==> config.mk <==
export PLATFORM = sky130hd
export DESIGN_NAME = cnt_tick_gen
export DESIGN_NICKNAME = d
export VERILOG_FILES = /design/src/rtl/cnt_tick_pkg.sv /design/src/rtl/btn_edge_det.sv /design/src/rtl/cnt_tick_gen.sv
export SDC_FILE = /design/constraint.sdc
export NUM_CORES = 1
export LEC_CHECK = 0
export CAP_MARGIN = 25
export CORE_ASPECT_RATIO = 1.1
export CORE_MARGIN = 1.5
export CORE_UTILIZATION = 35
export CTS_CLUSTER_SIZE = 8
export DETAILED_ROUTE_END_ITERATION = 12
export REMOVE_ABC_BUFFERS = 1
export SLEW_MARGIN = 0
export SYNTH_ARGS = -nofsm -noshare
export SYNTH_HDL_FRONTEND = slang
export SYNTH_HIERARCHICAL = 1
export SYNTH_SLANG_ARGS = --single-unit
==> constraint.sdc <==
create_clock -name clk -period 2.4 [get_ports clk]
set_input_delay 0.48 -clock clk [delete_from_list [all_inputs] [get_ports clk]]
set_output_delay 0.48 -clock clk [all_outputs]
set_load 0.01 [all_outputs]
==> src/rtl/cnt_tick_pkg.sv <==
// Shared types and defaults for the count-enable tick generator.
//   tick_state_t : control FSM encoding (IDLE / RUN / STEP)
//   DEF_DIV_W    : default width of divisor and prescaler counter
//   DEF_CNT_W    : default width of the emitted-tick counter
package cnt_tick_pkg;

  localparam int unsigned DEF_DIV_W = 8;
  localparam int unsigned DEF_CNT_W = 16;

  typedef enum logic [1:0] {
    IDLE = 2'd0,
    RUN  = 2'd1,
    STEP = 2'd2
  } tick_state_t;

endpackage

==> src/rtl/btn_edge_det.sv <==
// Rising-edge detector for a raw button level.
//   clk  in  : clock, rising edge
//   nrst in  : asynchronous reset, active-low
//   lvl  in  : raw button level
//   edg  out : combinational one-cycle pulse, lvl high while previous sample was low
// History resets to 1 so a button already held through reset does not
// produce an edge on release of reset. Output is named edg because "edge"
// is a reserved word.
module btn_edge_det (
  input  logic clk,
  input  logic nrst,
  input  logic lvl,
  output logic edg
);

  logic r_prev;

  always_ff @(posedge clk or negedge nrst) begin
    if (!nrst) begin
      r_prev <= 1'b1;
    end else begin
      r_prev <= lvl;
    end
  end

  assign edg = lvl & ~r_prev;

endmodule

==> src/rtl/cnt_tick_gen.sv <==
// Count-enable generator feeding the T input of stage 0 of the 3-bit
// synchronous T-flip-flop counter. Prescales clk by (div+1) and gates the
// resulting ticks with a start / stop / single-step control FSM driven by
// raw button levels.
//   clk      in  : single clock, rising edge
//   nrst     in  : asynchronous reset, active-low
//   div      in  : tick period minus 1 (0 = tick every cycle), sampled live
//   start    in  : button level, rising edge starts free-run
//   stop     in  : button level, rising edge stops free-run
//   step     in  : button level, rising edge emits one tick from IDLE
//   en_out   out : registered one-cycle tick to the counter T input
//   running  out : high while the FSM is in RUN
//   tick_cnt out : number of en_out pulses emitted, wraps
module cnt_tick_gen
  import cnt_tick_pkg::*;
#(
  parameter int unsigned DIV_W = DEF_DIV_W,
  parameter int unsigned CNT_W = DEF_CNT_W
) (
  input  logic             clk,
  input  logic             nrst,
  input  logic [DIV_W-1:0] div,
  input  logic             start,
  input  logic             stop,
  input  logic             step,
  output logic             en_out,
  output logic             running,
  output logic [CNT_W-1:0] tick_cnt
);

  tick_state_t      r_state;
  tick_state_t      w_state_nxt;
  logic [DIV_W-1:0] r_pre_cnt;
  logic [DIV_W-1:0] w_pre_nxt;
  logic             r_en_out;
  logic [CNT_W-1:0] r_tick_cnt;
  logic             w_tick;
  logic             w_start_edge;
  logic             w_stop_edge;
  logic             w_step_edge;

  btn_edge_det u_start_det (
    .clk  (clk),
    .nrst (nrst),
    .lvl  (start),
    .edg  (w_start_edge)
  );

  btn_edge_det u_stop_det (
    .clk  (clk),
    .nrst (nrst),
    .lvl  (stop),
    .edg  (w_stop_edge)
  );

  btn_edge_det u_step_det (
    .clk  (clk),
    .nrst (nrst),
    .lvl  (step),
    .edg  (w_step_edge)
  );

  // State register
  always_ff @(posedge clk or negedge nrst) begin
    if (!nrst) begin
      r_state <= IDLE;
    end else begin
      r_state <= w_state_nxt;
    end
  end

  // Next-state logic; stop outranks start, start outranks step
  always_comb begin
    w_state_nxt = r_state;
    unique case (r_state)
      IDLE: begin
        if (w_stop_edge) begin
          w_state_nxt = IDLE;
        end else if (w_start_edge) begin
          w_state_nxt = RUN;
        end else if (w_step_edge) begin
          w_state_nxt = STEP;
        end
      end
      RUN: begin
        if (w_stop_edge) begin
          w_state_nxt = IDLE;
        end
      end
      STEP:    w_state_nxt = IDLE;
      default: w_state_nxt = IDLE;
    endcase
  end

  // Output / prescaler logic. The >= compare means lowering div below the
  // current count fires on the next RUN cycle instead of waiting for a wrap.
  always_comb begin
    w_tick    = 1'b0;
    w_pre_nxt = r_pre_cnt;
    unique case (r_state)
      IDLE: begin
        if (!w_stop_edge && w_start_edge) begin
          w_pre_nxt = '0;
        end
      end
      RUN: begin
        if (w_stop_edge) begin
          w_pre_nxt = '0;
        end else if (r_pre_cnt >= div) begin
          w_tick    = 1'b1;
          w_pre_nxt = '0;
        end else begin
          w_pre_nxt = r_pre_cnt + DIV_W'(1);
        end
      end
      STEP: begin
        w_tick = 1'b1;
      end
      default: begin
        w_tick    = 1'b0;
        w_pre_nxt = '0;
      end
    endcase
  end

  // Datapath registers
  always_ff @(posedge clk or negedge nrst) begin
    if (!nrst) begin
      r_pre_cnt  <= '0;
      r_en_out   <= 1'b0;
      r_tick_cnt <= '0;
    end else begin
      r_pre_cnt <= w_pre_nxt;
      r_en_out  <= w_tick;
      if (w_tick) begin
        r_tick_cnt <= r_tick_cnt + CNT_W'(1);
      end
    end
  end

  assign en_out   = r_en_out;
  assign running  = (r_state == RUN);
  assign tick_cnt = r_tick_cnt;

endmodule

== Word-level counts from Yosys, hierarchy flattened ==
Cells that the tools add are included.

* Output and inout port bits: 18
* Word-level logic and storage cells: 39
* Register bits: 30

* Add/subtract/negate cells: 2
* Magnitude comparators: 1
* Bitwise logic cells: 7
* Reductions and logical operators: 5
* Eq/ne operators: 5
* Mux-type cells: 12

{| class="wikitable"
|+ Operators with widths
! operator !! count
|-
| 8-bit 2-to-1 mux || 3
|-
| 8-bit case mux with 3 select lines || 1
|-
| 16-bit by 1-bit adder with 16-bit output, second input constant || 1
|-
| 8-bit by 1-bit adder with 8-bit output, second input constant || 1
|-
| 8-bit greater-or-equal comparator || 1
|-
| 2-bit 2-to-1 mux || 4
|-
| 4-bit by 3-bit inequality test with 1-bit output, second input constant || 1
|-
| 1-bit NOT || 4
|-
| 2-bit case mux with 2 select lines || 1
|-
| 2-bit AND reduction || 2
|-
| 1-bit bitwise AND || 3
|-
| 2-bit by 1-bit equality test with 1-bit output, second input constant || 1
|-
| 2-bit equality test, second input constant || 1
|-
| 2-bit zero test || 1
|-
| 1-bit 2-to-1 mux || 2
|-
| 2-bit by 1-bit inequality test with 1-bit output, second input constant || 1
|-
| 2-bit inequality test, second input constant || 1
|-
| 1-bit case mux with 2 select lines || 1
|-
| 1-bit logical AND || 1
|-
| 1-bit zero test || 1
|}

== Longest topological paths before layout ==
Gate-level depths: netlist (run 1).

* Depth after elaboration: 6
* Depth in mapped cells: 9

== Cells and area by module ==
The synthesis (run 1) kept the hierarchy.

{| class="wikitable"
|+ By module, submodules not included
! module !! cells each !! sequential area each (um^2) !! times used !! area an instance (um^2)
|-
| cnt_tick_gen || 171 || 675.6 || 1 || 1586.5
|-
| btn_edge_det || 2 || 26.3 || 3 || 40.0
|}

== Worst setup path after synthesis (run 1) ==
OpenSTA, ideal clock, no wires.

* Path type: input to register
* From: in div[6]
* To: reg r_tick_cnt[13], in the netlist tick_cnt[13]
* Data arrival time: 1.934 ns
* Stages: 9
* Buffers on the path: 1
* Slack: 0.328 ns
* Path through: inv_1 ha_1 a21o_1 a21oi_1 nor2b_1 a21o_1 clkbuf_1 nor4_1 xor2_1

* Word-level cells in the longest chain between the ends: 4

{| class="wikitable"
|+ RTL lines
! element !! RTL line !! RTL
|-
| start, declared || cnt_tick_gen.sv:22 || <nowiki>input logic [DIV_W-1:0] div,</nowiki>
|-
| 8-bit greater-or-equal comparator || cnt_tick_gen.sv:109 || <nowiki>end else if (r_pre_cnt >= div) begin</nowiki>
|-
| 1-bit 2-to-1 mux || cnt_tick_gen.sv:109 ||
|-
| 1-bit 2-to-1 mux || cnt_tick_gen.sv:107 || <nowiki>if (w_stop_edge) begin</nowiki>
|-
| 1-bit case mux with 2 select lines || cnt_tick_gen.sv:100 || <nowiki>unique case (r_state)</nowiki>
|-
| end signal, assigned || cnt_tick_gen.sv:136 || <nowiki>r_tick_cnt <= r_tick_cnt + CNT_W'(1);</nowiki>
|-
| end, declared || cnt_tick_gen.sv:36 || <nowiki>logic [CNT_W-1:0] r_tick_cnt;</nowiki>
|}

Every way passes these cells.
A chain may end at the register's enable or synchronous reset.

== Worst setup path after layout (run 1) ==
* From: in div[1]
* To: reg r_tick_cnt[13], in the netlist tick_cnt[13]

The elaborated chain is that of the path after synthesis.

==> out/summary.txt, run 1 <==
Pwr Total: 0.001377 W
IO Pins: 31
Combinational share of power: 26.6%
Worst Skew: 0.007057 ns
DRC Markers: 0
CTS tree: yes
Ant diodes: 0
Final Hold Vio Count: 0
Worst Path Arrival: 2.48 ns
Clock Tree Root: clkbuf_8
Num rows: 26
H-tree levels: 2
CTS max path bufs: 2
Fraction of layout cells with a size suffix above 1: 11.57%
Synth Cell Area: 1707 um^2
Seq/Total Area, Yosys: 44.21%
First-pass GRT wire length: 5.782 mm
CP peak stage delay: 0.45 ns
Main synth FF type: dfrtp_1
Core Area: 4684 um^2
GRT overflow: 0
Count leader, synth: dfrtp_1
Worst slew pin tran: 0.4091 ns
Pleak: 1.066 nW
Final Instance Area: 2207 um^2
RSZ-0062 raised after global routing: false
Clock Pin Slew Worst Setup and Hold Paths: 0.06 ns
Leading area contributor after synthesis: dfrtp_1
Setup CP Type: in2reg
DRT antenna net count: 0
Sw Share: 31.46%
CP top delay family: buffers and inverters
Critical path, cell by cell: clkdlybuf4s50_1 -> inv_1 -> ha_1 -> inv_1 -> o21ai_0 -> o211ai_1 -> a21o_1 -> buf_12 -> nor4_1 -> xor2_1
Post-DR vias/cell: 4.912
Net count, final: 241
Layout area overhead: 29.33%
Setup-failing EPs final: 0
Number of synthesized register bits: 30
Setup crit end kind: register
Initial DRT Pass Iterations: 4
Peak VDD IR: 365.8 uV
Routability congestion estimate: 0.8201
Switch Pwr: 0.0004333 W
Slew Viols, Final: 0
Clk pwr share: 30.0%
Top cells by area, synth: dfrtp_1 (40%), ha_1 (9.5%), xor2_1 (5.6%), dfstp_2 (4.6%), inv_1 (4.0%)
First-iteration detailed-routing DRC count: 44
Sink Count: 30
Worst EP required: 2.60 ns
Status: complete, no violations
Antenna violations before repair: 0
Critical Path Most Common Cell: inv_1
Number of distinct library cells after synthesis: 30
Share of the synthesized area in the top cell type: 39.59%
Mapped Cells: 177
Total Routing Usage GR: 13.44%
# Post-CTS Setup Buffers: 0
Critical path's slowest cell: clkdlybuf4s50_1
Post-synth EDFFs: 0
Worst path buffer plus inverter count: 4
DP HPWL: 2.426 mm
Num CTS Buffers: 5
Die height: 76.24 um
Power per cell area: 624.0 nW/um^2
Most frequent cells after synthesis: dfrtp_1 (27), inv_1 (18), nand2_1 (17), ha_1 (13)
Max_slew headroom: 72.73%
Port bufs: 30
Final Util: 47.12%
Initial Util: 36.43%
Largest net degree at the start of global routing: 31
Min-Delay Path Class: reg2reg
Post-Place Cell Area: 2112 um^2
DR vias: 1336
Number of max-cap violations: 0
Yosys Warn Count: 6
Vias in the first global route: 1338
Chip width: 69.58 um
Cts hold-fix bufs: 0
Worst-path fanout max: 11
Avg Cell Area, Syn: 9.642 um^2
Die area: 5304 um^2
Sequential cell fraction of total power: 43.4%
Post-route minimum period: 2.285 ns
Wirelength per Cell: 12.19 um
Drt total wl: 3.317 mm
Setup_tns: 0 ns
Fmax: 0.4377 GHz
Startpoint Class: primary input
Clk Latency, worst-skew pair: 0.28 ns
Ys async rst share: 100.0%
Period utilization: 95.19%
Internal cell power: 0.0009438 W
[worst register-to-register path: cells and delay by family, from the launching register on]
kind,cells,cell delay [ns]
adder cells (fa/ha/maj),1,0.26
buffers and inverters,2,0.21
flip-flops,1,0.41
AO/OA/AOI/OAI,3,0.54
AND/OR/NAND/NOR,2,0.39
XOR/XNOR,1,0.18
[layout make-up]
type	instances	area [um^2]
Sequential cell	30	754.5
Multi-Input combinational cell	125	873.3
Timing Repair Buffer	35	350.3
Tap cell	56	70.07
Inverter	18	67.56
Fill cell	466	2477
Clock buffer	7	86.33
Clock inverter	1	5.005
[what timing repair did]
item | 4_1_cts | 5_1_grt
endpoints found under the setup margin | 0 | 2
endpoints found under the hold margin | 0 | 0
resized for setup | 0 | 1
[power groups by stage]
stage / logic [W] / clock network [W] / registers, W
2_1_floorplan: 0.000217 / 0 / 0.000598
3_3_place_gp: 0.000366 / 0 / 0.000609
3_5_place_dp: 0.000369 / 0 / 0.000607
4_1_cts: 0.000371 / 0.000437 / 0.000599
5_1_grt: 0.000410 / 0.000456 / 0.000603
6_report: 0.000366 / 0.000413 / 0.000598
[metal layers]
layer	up-vias	share of wire, %	track usage (%)
met5	-	0	0
met4	0	1.3	4.118
met3	5	4.3	3.307
met2	27	45	22.69
met1	622	49	16.90
li1	682	-	-
[cell families after synthesis]
kind of cell               count (synthesis)  share of synthesized area [%]
adders and majority gates                 13                          9.531
buffers and inverters                     22                          4.838
muxes                                      1                         0.6598
and+or+nand+nor                           72                          24.71
AOI/OAI and AO/OA                         24                          8.357
xor gates and xnor gates                  15                          7.698
DFF                                       30                          44.21
[registers in the layout, summed over array words and instances, names as in the netlist]
| signal | flops |
|---|---|
| tick_cnt | 16 |
| r_pre_cnt | 8 |
| r_state | 2 |
| en_out | 1 |
| u_start_det/r_prev | 1 |
| u_step_det/r_prev | 1 |
| u_stop_det/r_prev | 1 |
[final timing paths]
path                                                from                     endpoint  slack, ns  depth (start not counted)
worst min-delay path            tick_cnt[15]$_DFFE_PN0P_     tick_cnt[15]$_DFFE_PN0P_       0.47                          1
min in group asynchronous                           nrst     tick_cnt[13]$_DFFE_PN0P_       0.59                          2
worst max-delay path                              div[1]     tick_cnt[13]$_DFFE_PN0P_       0.12                         10
max in group asynchronous                           nrst  u_stop_det/r_prev$_DFF_PN1_       1.49                          2
worst max register to register  r_pre_cnt[0]$_DFFE_PN0P_     tick_cnt[13]$_DFFE_PN0P_       0.34                          9
worst min register to register  tick_cnt[15]$_DFFE_PN0P_     tick_cnt[15]$_DFFE_PN0P_       0.47                          1
[cell usage in the layout (no fill, tap or decap), types with 4 or more instances in the layout]
master            n
clkdlybuf4s50_1  30
dfrtp_1          27
inv_1            18
nand2_1          17
ha_1             13
nand3_1          11
xor2_1           11
o21ai_0           7
nor2_1            7
a21oi_1           7
nor3_1            6
and3_1            6
clkbuf_8          6
nor4_1            5
nor2b_1           4
a21o_1            4
xnor2_1           4
buf_4             4
[stage by stage]
step	instances	setup slack (ns)	hold slack [ns]
floorplan	173	0.4661	0.1844
global placement	264	-0.1775	0.4622
detailed placement	264	-0.1656	0.4596
CTS	272	0.1153	0.4716
global route	272	0.01277	0.5021
finish	272	0.1154	0.4698
No activity file was read; power rests on OpenSTA's default activity.
==> run 2: changes to the inputs <==
Settings changed: RECOVER_POWER from default to 100.
==> run 2 against run 1 <==
  * Clock power about the same
  * Sequential power about the same
  * Setup slack worse by 0.0050 ns
  * Routed wire length about the same
  * Via count up 0.15%
  * Die area unchanged
  * Hold slack worse by 0.0060 ns
  * Total power down 1.1%
  * First-iteration DRC count up 6.8%
  * Global-route usage unchanged
  * Count of clock-buffer cells in the layout unchanged
  * Clock skew about the same
  * Largest cell class unchanged
==> out/summary.txt, run 2 (synthesis results as in run 1) <==
Clock Tree Root: clkbuf_8
Status: complete, no violations
Routability congestion estimate: 0.8201 (unchanged)
Largest net degree at the start of global routing: 31 (unchanged)
Setup CP Type: in2reg
Slew Viols, Final: 0 (unchanged)
Net count, final: 241 (unchanged)
DRT antenna net count: 0 (unchanged)
Die area: 5304 um^2 (unchanged)
DP HPWL: 2.426 mm (unchanged)
CTS max path bufs: 2 (unchanged)
Post-Place Cell Area: 2112 um^2 (unchanged)
Worst Path Arrival: 2.49 ns (about the same)
Vias in the first global route: 1338 (unchanged)
Flop2flop setup slack: 0.33 ns (about the same)
Setup crit end kind: register
Chip width: 69.58 um (unchanged)
Post-DR vias/cell: 4.919 (+0.15%)
Wirelength per Cell: 12.20 um (about the same)
Clk Latency, worst-skew pair: 0.28 ns (about the same)
Period utilization: 95.40% (+0.21 points)
Final WS setup: 0.1105 ns (-0.004964 ns)
IO Pins: 31 (unchanged)
Min-Delay Path Class: reg2reg
WHS: 0.4637 ns (-0.006015 ns)
Critical path, cell by cell: clkdlybuf4s50_1 -> inv_1 -> ha_1 -> inv_1 -> o21ai_0 -> o211ai_1 -> a21o_1 -> buf_12 -> nor4_1 -> xor2_1
Num rows: 26 (unchanged)
Area of the multi-input gates: 844.6 um^2 (-3.3%)
DR vias: 1338 (+0.15%)
Cts hold-fix bufs: 0 (unchanged)
Number of max-cap violations: 0 (unchanged)
Final Instance Area: 2176 um^2 (-1.4%)
Die height: 76.24 um (unchanged)
Initial Util: 36.43% (unchanged)
Worst slack, placed: -0.1656 ns (unchanged)
Antenna violations before repair: 0 (unchanged)
Post-route minimum period: 2.290 ns (+0.004964 ns)
Worst slew pin tran: 0.7456 ns (+0.3366 ns)
Critical Path Most Common Cell: inv_1
Setup-failing EPs final: 0 (unchanged)
Worst Skew: 0.006979 ns (-0.00007789 ns)
GRT overflow: 0 (unchanged)
Layout area overhead: 27.49%
Max_slew headroom: 50.29% (-22 points)
Final Instance Count excl. Fillers: 272 (unchanged)
RSZ-0062 raised after global routing: false
Worst path buffer plus inverter count: 4 (unchanged)
Cell total after placement: 264 (unchanged)
First-iteration detailed-routing DRC count: 47 (+6.8%)
Pleak: 1.109 nW (+4.0%)
Worst Reg-to-Reg Cells: 9 (unchanged)
H-tree levels: 2 (unchanged)
Worst-path fanout max: 11 (unchanged)
Num CTS Buffers: 5 (unchanged)
First-pass GRT wire length: 5.782 mm (unchanged)
FILL cells: 472 (+1.3%)
Port bufs: 30 (unchanged)
Fmax: 0.4368 GHz (-0.22%)
Most frequent cells in the layout: dfrtp_1 (27), dlygate4sd3_1 (22), inv_1 (18)
CP peak stage delay: 0.45 ns (about the same)
Power per cell area: 626.0 nW/um^2 (+0.33%)
Commonest non-fill, non-tap cell in the layout: dfrtp_1
Ant diodes: 0 (unchanged)
Sink Count: 30 (unchanged)
Core Area: 4684 um^2 (unchanged)
Crit path depth: 10 (unchanged)
Pwr Total: 0.001362 W (-1.1%)
Fraction of layout cells with a size suffix above 1: 9.259% (-2.3 points)
Drt total wl: 3.318 mm (about the same)
Clock Pin Slew Worst Setup and Hold Paths: 0.06 ns (about the same)
CP top delay family: buffers and inverters
DRC Markers: 0 (unchanged)
Critical path's slowest cell: clkdlybuf4s50_1
Initial DRT Pass Iterations: 4 (unchanged)
Worst EP required: 2.60 ns (about the same)
CTS tree: yes
Final Hold Vio Count: 0 (unchanged)
Max reg flops: 16 (unchanged)
Peak VDD IR: 363.7 uV (-0.59%)
Startpoint Class: primary input
Total Routing Usage GR: 13.44% (unchanged)
Hold path cells: 1 (unchanged)
Sequential cell area: 754.5 um^2 (unchanged)
==> run 2: final cells by class <==
| cell class | instances | share of cell area [%] |
|---|---|---|
| Multi-Input combinational cell | 125 | 38.82 |
| Timing Repair Buffer | 35 | 15.99 |
| Tap cell | 56 | 3.220 |
| Clock inverter | 1 | 0.2300 |
| Clock buffer | 7 | 3.968 |
| Inverter | 18 | 3.105 |
| Sequential cell | 30 | 34.68 |
==> run 2: power breakdown <==
group	total, W	internal, W	switching, W
logic	0.000353	0.000156	0.000196
clock network	0.000413	0.000231	0.000182
registers	0.000596	0.000545	0.0000514
total	0.00136	0.000932	0.000430
==> run 2: final timing paths <==
path	endpoint	startpoint
worst max-delay path	tick_cnt[13]$_DFFE_PN0P_	div[1]
worst min-delay path	tick_cnt[15]$_DFFE_PN0P_	tick_cnt[15]$_DFFE_PN0P_
worst max register to register	tick_cnt[13]$_DFFE_PN0P_	r_pre_cnt[0]$_DFFE_PN0P_
worst min register to register	tick_cnt[15]$_DFFE_PN0P_	tick_cnt[15]$_DFFE_PN0P_
max in group asynchronous	r_state[0]$_DFFE_PN0P_	nrst
min in group asynchronous	tick_cnt[13]$_DFFE_PN0P_	nrst
==> run 2: worst register-to-register path: stages, from the launching register on <==
cell	delay, ns
dfrtp_1	0.41
inv_1	0.06
ha_1	0.26
nor2b_1	0.04
o21ai_0	0.15
o211ai_1	0.18
a21o_1	0.23
buf_12	0.14
nor4_1	0.35
xor2_1	0.18
==> run 2: routing by layer <==
layer / global-route usage (%) / vias up / part of all wire (%)
met5: 0 / - / 0
met2: 22.69 / 25 / 46
met4: 4.118 / 0 / 1.3
li1: - / 683 / -
met1: 16.90 / 625 / 49
met3: 3.307 / 5 / 4.2
==> run 2: timing repair <==
action                     4_1_cts  5_1_grt
setup endpoints to repair        0        2
resized for setup                0        1
setup buffers                    0        0
==> run 2: per-stage QoR <==
| step | TNS [ns] | util [%] |
|---|---|---|
| 2_1_floorplan | 0 | - |
| 3_3_place_gp | -1.372 | 45.09 |
| 6_report | 0 | 46.45 |
| 5_1_grt | 0 | 46.45 |
| 3_5_place_dp | -1.433 | 45.09 |
| 4_1_cts | 0 | 47.04 |
==> run 3: changes to the inputs <==
Settings changed: PLACE_DENSITY from default to 0.64.
==> run 3 against run 2 <==
  * The run now ends with capacitance limit, slew limit left
  * Critical path depth unchanged
  * Sequential power is 0.7% lower
  * Cell count up 0.74%
  * Routed wire length about the same
  * Register-to-register slack improved by 0.02 ns
  * First-iteration DRC count fell by 2.1%
  * Utilization increased by 0.59 points
  * Hold slack gained 0.021 ns
  * Largest cell class unchanged
==> out/summary.txt, run 3 (synthesis results as in run 1) <==
Post-Place Cell Area: 2127 um^2 (+0.71%)
Critical path origin: div[1]
Port bufs: 30 (unchanged)
First-pass GRT wire length: 5.589 mm (-3.3%)
Routability congestion estimate: 0.8191 (-0.12%)
Layout area overhead: 29.11%
H-tree levels: 2 (unchanged)
Setup_tns: 0 ns (unchanged)
Fraction of layout cells with a size suffix above 1: 10.09% (+0.83 points)
Num rows: 26 (unchanged)
Final Hold Vio Count: 0 (unchanged)
Min-Delay Path Class: reg2reg
Critical path, cell by cell: clkdlybuf4s50_1 -> inv_1 -> ha_1 -> inv_1 -> o21ai_0 -> o211ai_1 -> a21o_1 -> buf_12 -> nor4_1 -> xor2_1
Most frequent cells in the layout: dfrtp_1 (27), dlygate4sd3_1 (21), inv_1 (18)
Worst Path Arrival: 2.47 ns (-0.02 ns)
Clock Pin Slew Worst Setup and Hold Paths: 0.06 ns (about the same)
Setup crit end kind: register
Core Area: 4684 um^2 (unchanged)
Clk Latency, worst-skew pair: 0.28 ns (about the same)
GRT overflow: 0 (unchanged)
DP HPWL: 2.412 mm (-0.58%)
Area of the multi-input gates: 869.6 um^2 (+3.0%)
Power per cell area: 621.7 nW/um^2 (-0.68%)
Drt total wl: 3.319 mm (about the same)
Setup CP Type: in2reg
DRC Markers: 0 (unchanged)
Worst path buffer plus inverter count: 4 (unchanged)
Die area: 5304 um^2 (unchanged)
First-iteration detailed-routing DRC count: 46 (-2.1%)
Slew Viols, Final: 31 (+31)
Chip width: 69.58 um (unchanged)
Net count, final: 243 (+0.83%)
Fmax: 0.4404 GHz (+0.83%)
Commonest non-fill, non-tap cell in the layout: dfrtp_1
CTS tree: yes
Max_slew headroom: -4.426% (-55 points)
Final Instance Area: 2203 um^2 (+1.3%)
Initial Util: 36.43% (unchanged)
Setup-failing EPs final: 0 (unchanged)
Num CTS Buffers: 5 (unchanged)
Antenna violations before repair: 0 (unchanged)
Startpoint Class: primary input
DRT antenna net count: 0 (unchanged)
Wirelength per Cell: 12.11 um (-0.70%)
Post-DR vias/cell: 4.781 (-2.8%)
Post-route minimum period: 2.271 ns (-0.01876 ns)
Sink Count: 30 (unchanged)
Reg2Reg Launch Point: r_pre_cnt[0]$_DFFE_PN0P_
Critical path's slowest cell: clkdlybuf4s50_1
Worst slew pin tran: 1.566 ns (+0.8208 ns)
Total Routing Usage GR: 13.40% (-0.041 points)
Failing checks: capacitance limit, slew limit
# Post-CTS Setup Buffers: 0 (unchanged)
Worst-path fanout max: 11 (unchanged)
Largest net degree at the start of global routing: 31 (unchanged)
Peak VDD IR: 312.0 uV (-14%)
Worst EP required: 2.60 ns (about the same)
Max reg flops: 16 (unchanged)
Critical Path Most Common Cell: inv_1
Pwr Total: 0.001370 W (+0.57%)
Sequential cell area: 754.5 um^2 (unchanged)
Status: finished with violations
Initial DRT Pass Iterations: 4 (unchanged)
Final Util: 47.04% (+0.59 points)
Ant diodes: 0 (unchanged)
CP peak stage delay: 0.45 ns (about the same)
Worst Skew: 0.009836 ns (+0.002858 ns)
RSZ-0062 raised after global routing: false
FILL cells: 472 (unchanged)
IO Pins: 31 (unchanged)
DR vias: 1310 (-2.1%)
Die height: 76.24 um (unchanged)
Vias in the first global route: 1289 (-3.7%)
HP Start: tick_cnt[15]$_DFFE_PN0P_
Number of max-cap violations: 1 (+1)
Clock Tree Root: clkbuf_8
CTS max path bufs: 2 (unchanged)
Pleak: 1.110 nW (+0.16%)
Period utilization: 94.62% (-0.78 points)
CP top delay family: buffers and inverters
[run 3: cell count changes in the layout (fill, tap and decap cells not counted), sizes merged]
cell           previous run  this run
buf                       2         3
dlygate4sd3              22        21
clkbuf                   10        11
clkdlybuf4s50             8         9
[run 3: power by group]
group          internal [W]  switching (W)
Sequential         0.000545      0.0000474
Clock              0.000231       0.000191
Combinational      0.000159       0.000197
Total              0.000935       0.000435
[run 3: timing repair]
item                                    in CTS  in global routing
hold endpoints to repair                     0                  0
hold buffers                                 0                  0
gates resized for setup                      0                  2
endpoints found under the setup margin       0                  2
[run 3: path summary, 6_finish.rpt]
check,endpoint,slack (ns),cells after the start
max,tick_cnt[12]$_DFFE_PN0P_,0.13,10
min,tick_cnt[15]$_DFFE_PN0P_,0.48,1
max reg2reg,tick_cnt[12]$_DFFE_PN0P_,0.35,9
min reg2reg,tick_cnt[15]$_DFFE_PN0P_,0.48,1
max in group asynchronous,tick_cnt[13]$_DFFE_PN0P_,0.44,2
min in group asynchronous,r_pre_cnt[5]$_DFFE_PN0P_,1.05,2
[run 3: stage by stage]
step	instances	hold WS, ns	setup slack, ns
after floorplan	173	0.1844	0.4661
after global placement	266	0.4610	-0.1076
after detailed placement	266	0.4674	-0.1576
after CTS	274	0.4882	0.1295
after global routing	274	0.4905	0.001814
final	274	0.4847	0.1292
[run 3: layout make-up]
type | instances | share of cell area, %
Clock buffer | 7 | 3.918
Clock inverter | 1 | 0.2271
Inverter | 18 | 3.066
Multi-Input combinational cell | 125 | 39.47
Sequential cell | 30 | 34.24
Tap cell | 56 | 3.180
Timing Repair Buffer | 37 | 15.90
[run 3: layer usage]
metal / vias up / GRT usage, % / wire length [um]
li1: 683 / - / -
met2: 28 / 21.25 / 1517
met3: 5 / 4.497 / 171
met1: 594 / 16.79 / 1575
met5: - / 0 / 0
met4: 0 / 5.294 / 53
